==> src/rtl/ldpc_col_update_if.sv <==
// Handshake and data bundle between the LDPC column stage and its neighbours.
// master drives channel LLRs, check messages and i_ready; slave is the column stage.
interface ldpc_col_update_if #(
  parameter int W = 16
);
  logic signed [W-1:0] i_llr;
  logic                i_llr_val;
  logic signed [W-1:0] i_msg;
  logic                i_msg_val;
  logic signed [W-1:0] o_msg;
  logic                o_msg_val;
  logic                i_ready;
  logic                o_hard;
  logic                o_hard_val;
  logic                o_busy;

  modport master (
    output i_llr, i_llr_val, i_msg, i_msg_val, i_ready,
    input  o_msg, o_msg_val, o_hard, o_hard_val, o_busy
  );

  modport slave (
    input  i_llr, i_llr_val, i_msg, i_msg_val, i_ready,
    output o_msg, o_msg_val, o_hard, o_hard_val, o_busy
  );
endinterface

==> src/rtl/ldpc_col_update.sv <==
// Min-sum LDPC variable-node stage: LLR + DEG check messages -> hard decision and DEG extrinsics.
// Optional LDPC_COL_SAT_EN: extrinsics clamp symmetrically to +/-(2^(W-1)-1) instead of wrapping.
module ldpc_col_update #(
  parameter int W    = 16,
  parameter int DEG  = 3,
  parameter int ACCW = 20
) (
  input  logic               clk,
  input  logic               xrst,
  ldpc_col_update_if.slave   bus
);
  localparam int CW = (DEG > 1) ? $clog2(DEG) : 1;

  typedef enum logic [1:0] {IDLE, ACC, OUT} state_t;

  state_t              state_q, state_d;
  logic [CW-1:0]       cnt_q, cnt_d;
  logic signed [ACCW-1:0] acc_q, acc_d;
  logic signed [W-1:0] buf_q [DEG];
  logic signed [W-1:0] buf_d [DEG];
  logic                hard_q, hard_d;
  logic                hard_val_q, hard_val_d;

  logic signed [ACCW-1:0] llr_ext, msg_ext, acc_sum;
  logic                   last_cnt;

  assign llr_ext  = {{(ACCW-W){bus.i_llr[W-1]}}, bus.i_llr};
  assign msg_ext  = {{(ACCW-W){bus.i_msg[W-1]}}, bus.i_msg};
  assign acc_sum  = acc_q + msg_ext;
  assign last_cnt = (cnt_q == CW'(DEG-1));

  always_comb begin
    state_d    = state_q;
    cnt_d      = cnt_q;
    acc_d      = acc_q;
    buf_d      = buf_q;
    hard_d     = hard_q;
    hard_val_d = 1'b0;
    case (state_q)
      IDLE: begin
        if (bus.i_llr_val) begin
          acc_d   = llr_ext;
          cnt_d   = '0;
          state_d = ACC;
        end
      end
      ACC: begin
        if (bus.i_msg_val) begin
          buf_d[cnt_q] = bus.i_msg;
          acc_d        = acc_sum;
          if (last_cnt) begin
            hard_d     = acc_sum[ACCW-1];
            hard_val_d = 1'b1;
            cnt_d      = '0;
            state_d    = OUT;
          end else begin
            cnt_d = cnt_q + 1'b1;
          end
        end
      end
      OUT: begin
        if (bus.i_ready) begin
          if (last_cnt) begin
            cnt_d   = '0;
            state_d = IDLE;
          end else begin
            cnt_d = cnt_q + 1'b1;
          end
        end
      end
      default: state_d = IDLE;
    endcase
  end

  always_ff @(posedge clk or negedge xrst) begin
    if (!xrst) begin
      state_q    <= IDLE;
      cnt_q      <= '0;
      acc_q      <= '0;
      hard_q     <= 1'b0;
      hard_val_q <= 1'b0;
      for (int i = 0; i < DEG; i++) buf_q[i] <= '0;
    end else begin
      state_q    <= state_d;
      cnt_q      <= cnt_d;
      acc_q      <= acc_d;
      hard_q     <= hard_d;
      hard_val_q <= hard_val_d;
      for (int i = 0; i < DEG; i++) buf_q[i] <= buf_d[i];
    end
  end

`ifdef LDPC_COL_SAT_EN
  localparam logic signed [ACCW-1:0] SAT_MAX = ACCW'((64'sd1 <<< (W-1)) - 64'sd1);
  logic signed [ACCW-1:0] buf_ext, diff;
  always_comb begin
    buf_ext = {{(ACCW-W){buf_q[cnt_q][W-1]}}, buf_q[cnt_q]};
    diff    = acc_q - buf_ext;
    if (diff > SAT_MAX)       bus.o_msg = SAT_MAX[W-1:0];
    else if (diff < -SAT_MAX) bus.o_msg = W'(-SAT_MAX);
    else                      bus.o_msg = diff[W-1:0];
  end
`else
  // Low W bits of the difference only depend on the low W bits of the operands.
  assign bus.o_msg = acc_q[W-1:0] - buf_q[cnt_q];
`endif

  assign bus.o_msg_val  = (state_q == OUT);
  assign bus.o_busy     = (state_q != IDLE);
  assign bus.o_hard     = hard_q;
  assign bus.o_hard_val = hard_val_q;
endmodule

==> src/flat_wrapper.sv <==
// flat-port wrapper written by rule: the top's interface ports become plain ports
module ldpc_col_update_flat 
#(
  parameter int W    = 16,
  parameter int DEG  = 3,
  parameter int ACCW = 20
)
  (clk, xrst, bus_i_llr, bus_i_llr_val, bus_i_msg, bus_i_msg_val, bus_i_ready, bus_o_msg, bus_o_msg_val, bus_o_hard, bus_o_hard_val, bus_o_busy);
  ldpc_col_update_if #(.W(W)) bus_i ();
  input  logic clk;
  input  logic xrst;
  input wire logic [$bits(bus_i.i_llr)-1:0] bus_i_llr;
  input wire logic [$bits(bus_i.i_llr_val)-1:0] bus_i_llr_val;
  input wire logic [$bits(bus_i.i_msg)-1:0] bus_i_msg;
  input wire logic [$bits(bus_i.i_msg_val)-1:0] bus_i_msg_val;
  input wire logic [$bits(bus_i.i_ready)-1:0] bus_i_ready;
  output wire logic [$bits(bus_i.o_msg)-1:0] bus_o_msg;
  output wire logic [$bits(bus_i.o_msg_val)-1:0] bus_o_msg_val;
  output wire logic [$bits(bus_i.o_hard)-1:0] bus_o_hard;
  output wire logic [$bits(bus_i.o_hard_val)-1:0] bus_o_hard_val;
  output wire logic [$bits(bus_i.o_busy)-1:0] bus_o_busy;
  assign bus_i.i_llr = bus_i_llr;
  assign bus_i.i_llr_val = bus_i_llr_val;
  assign bus_i.i_msg = bus_i_msg;
  assign bus_i.i_msg_val = bus_i_msg_val;
  assign bus_i.i_ready = bus_i_ready;
  assign bus_o_msg = bus_i.o_msg;
  assign bus_o_msg_val = bus_i.o_msg_val;
  assign bus_o_hard = bus_i.o_hard;
  assign bus_o_hard_val = bus_i.o_hard_val;
  assign bus_o_busy = bus_i.o_busy;
  ldpc_col_update #(.W(W), .DEG(DEG), .ACCW(ACCW)) u_core (.clk(clk), .xrst(xrst), .bus(bus_i));
endmodule
==> config.mk <==
export PLATFORM = sky130hd
export DESIGN_NAME = ldpc_col_update_flat
export DESIGN_NICKNAME = d
export VERILOG_FILES = /design/src/rtl/ldpc_col_update_if.sv /design/src/rtl/ldpc_col_update.sv /design/src/flat_wrapper.sv
export SDC_FILE = /design/constraint.sdc
export NUM_CORES = 1
export LEC_CHECK = 0
export ABC_AREA = 1
export CAP_MARGIN = 20
export CORE_MARGIN = 2
export CORE_UTILIZATION = 57
export CTS_CLUSTER_SIZE = 28
export DETAILED_ROUTE_END_ITERATION = 10
export GPL_ROUTABILITY_DRIVEN = 0
export PLACE_DENSITY = 0.85
export SLEW_MARGIN = 0
export SYNTH_ARGS = -nofsm -noshare
export SYNTH_HDL_FRONTEND = slang
export SYNTH_SLANG_ARGS = --single-unit
==> constraint.sdc <==
create_clock -name clk -period 4.7 [get_ports clk]
set_input_delay 1.41 -clock clk [delete_from_list [all_inputs] [get_ports clk]]
set_output_delay 1.41 -clock clk [all_outputs]
set_load 0.01 [all_outputs]
==> summary.md <==
| Metric | Value |
|---|---|
| Synthesized cell area | 5020 µm² |
| CP dominant cell by count | nand2_1 |
| CTS tree | done |
| Fill cells | between 600 and 700 |
| # nets final | 827 |
| Rows | 34 |
| Unique masters post-synth | 34 |
| Via count | approximately 4.8k |
| Largest area contributor in the netlist | dfrtp_1 |
| Antenna violations before repair | 0 |
| Seq. cell area | 1850 µm² |
| Ys Warns | 0 |
| Syn Area/Cell | between 7 and 8 µm² |
| Final Max Tran Viols | 0 |
| CP max stage delay | about 0.52 ns |
| DIE AREA | ~9600 µm² |
| Fin area | about 6000 µm² |
| Critical Path AT | 3.10 ns |
| # setup viols final | 0 |
| Synthesized Nets | 768 |
| Max-cap violations | 0 |
| Wirelength per Cell | ~15 µm |
| Placement Setup Slack | 0.308 ns |
| CP Launch Type | flop |
| DRC Markers | 0 |
| Clock Skews | 0.0107 ns |
| Kind of critical path | reg -> out |
| Min Tclk post-route | about 4.5 ns |
| Total track usage | 27.4% |
| Crit path max fanout | 13 |
| Clk_lat worst skew | 0.35 ns |
| Layout cells sized above 1 | under 10% |
| Crit share post-route | 96.0% |
| DRT Pass-1 Iters | 8 |
| CTS Buffer Depth | 2 |
| Htree depth | 3 |
| Largest net degree at the start of global routing | 46 |
| Std-Cell Core Area | 8640 µm² |
| Die extent in y | just under 100 µm |
| Post-DP HPWL | 9550 µm |
| Cell area after placement | between 5000 and 6000 µm² |
| Area Overhead vs Synth | 19.6% |
| Clk slew on worst S/H paths | ~0.09 ns |
| Synth top area share | a little under two fifths |
| Cells after synthesis | 691 |
| Critical path cell sequence | nand2_1 > clkinv_2 > buf_6 > a22o_1 > a21oi_1 > ha_1 > nand2_2 > o21ai_1 > nand3_1 > nand2_1 > nand2_1 > nand2_1 > clkdlybuf4s50_1 |
| Setup ws final | around 0.19 ns |
| Remaining global-route overflow | 0 |
| DR iter-0 viols | 331 |
| Commonest non-fill, non-tap cell in the layout | nand2_1 |
| Hold Crit Class | reg -> reg |
| Max frequency | around 220 MHz |
| Vias in the first global route | ~4.6k |
| Status | finished, final reports clean |
| Remaining antenna violation count | 0 |
| Crit-path slowest cell | clkdlybuf4s50_1 |
| Io pins | 57 |
| Synth top area cells | dfrtp_1 37%, nand2_1 15%, ha_1 9.5%, o21ai_0 6.7%, a21oi_1 5.9% |
| CP Capture Type | output pin |
| Most frequent cells in the layout | 200 x nand2_1, 74 x dfrtp_1, 73 x inv_1 |
| Worst slew pin tran | 0.989 ns |
| WL final | 13000 µm |
| Starting Density | about three fifths |
| Multi-input gate area | 2850 µm² |
| Sequential area share after synthesis | a little under two fifths |
| Critical Path RT | ~3.3 ns |
| Hold Violations, Final | 0 |
| Core Util, Final | 69.5% |
| Final TNS setup | 0 ns |
| I/O Buffers | 56 |
| Max_slew headroom | about a third |
| Root Buffer | clkbuf_8 |
| # clock sinks | 74 |
| Worst R2R Setup Slack | between 2 and 2.5 ns |
| Hold-fix buffers, CTS | 0 |
| Chip Width | roughly 98 µm |
| Via density | 5.60 |
| Synth Register Bits | 74 |
| First-pass GRT wire length | approximately 21000 µm |
| TritonCTS Buffers | 9 |
| Antenna cell count | 0 |
## worst paths after layout
kind	from	endpoint	depth (start not counted)
hold reg to reg	u_core.buf_q[38]	u_core.buf_q[38]	2
hold / removal	u_core.buf_q[38]	u_core.buf_q[38]	2
min in group asynchronous	xrst	u_core.acc_q[5]	1
setup reg to reg	u_core.state_q[1]	u_core.buf_q[37]	7
setup / recovery	u_core.cnt_q[0]	bus_o_msg[9]	13
max in group asynchronous	xrst	u_core.state_q[1]	3
## worst max-delay path, delay by kind of cell (launching register included)
kind            cells  cell delay, ns
buf+inv             3            0.83
compound gates      3            0.64
simple gates        6            0.57
flops               1            0.44
fa+ha+maj           1            0.27
## area by class of cell
type	instances	area share [%]
sequential	74	30.8
clock buffer	10	2.29
timing repair buffer	66	11.4
tap	108	2.25
clock inverter	6	0.812
multi-input combinational	521	47.4
inverter	78	4.98
## Yosys cell counts
| master | number |
|---|---|
| a21boi_0 | 1 |
| a21o_1 | 1 |
| a21oi_1 | 59 |
| a22o_1 | 14 |
| a22oi_1 | 1 |
| a31o_2 | 1 |
| a31oi_1 | 3 |
| and2_1 | 3 |
| buf_2 | 5 |
| buf_4 | 1 |
| clkbuf_1 | 12 |
| clkinv_1 | 2 |
| dfrtp_1 | 74 |
| fa_1 | 2 |
| ha_1 | 38 |
| inv_1 | 74 |
| inv_2 | 2 |
| nand2_1 | 201 |
| nand3_1 | 38 |
| nand3b_1 | 3 |
| nand4_1 | 3 |
| nor2_1 | 50 |
| nor2_2 | 1 |
| nor3_1 | 2 |
| o2111ai_1 | 1 |
| o21a_1 | 2 |
| o21ai_0 | 67 |
| o21ai_1 | 1 |
| o21ai_2 | 2 |
| o21bai_1 | 2 |
| o22ai_1 | 2 |
| o31ai_1 | 1 |
| xnor2_1 | 10 |
| xor2_1 | 12 |
## registers in the layout, indices dropped and copies added, names as in the netlist
signal                 cells
u_core.bus.o_hard          1
u_core.acc_q              20
u_core.bus.o_hard_val      1
u_core.cnt_q               2
u_core.state_q             2
u_core.buf_q              48
## layer usage
| metal | GRT usage, % | part of all wire, % | wire [µm] |
|---|---|---|---|
| met2 | 43.5 | 47 | 6140 |
| met1 | 37.6 | 43 | 5530 |
| met3 | 4.80 | 7.8 | 1010 |
| met4 | 10.7 | 2.4 | 308 |
| met5 | 0 | 0 | 0 |
## kinds of logic (layout without fill, tap and decap cells)
kind of cell	Yosys count	count (layout)	share of synthesized area (%)
buffers and inverters	96	160	7.37
adder cells (fa/ha/maj)	40	40	10.3
AO/OA/AOI/OAI	158	158	17.6
AND/OR/NAND/NOR	301	301	24.1
XOR/XNOR	22	22	3.84
flip-flops	74	74	36.9
## through the flow
step | instances | hold WS, ns
after floorplan | 691 | 0.453
after global placement | 844 | 0.466
after detailed placement | 844 | 0.474
after CTS | 860 | 0.493
after global routing | 863 | 0.521
final | 863 | 0.490
## what timing repair did
action / 4_1_cts / 5_1_grt
pin swaps: 0 / 4
endpoints found under the setup margin: 5 / 10
gates resized for setup: 3 / 26
buffers inserted: 0 / 1
Power is not shown: default switching activity piles up to over one toggle a cycle in this logic, so the estimate is an artifact.
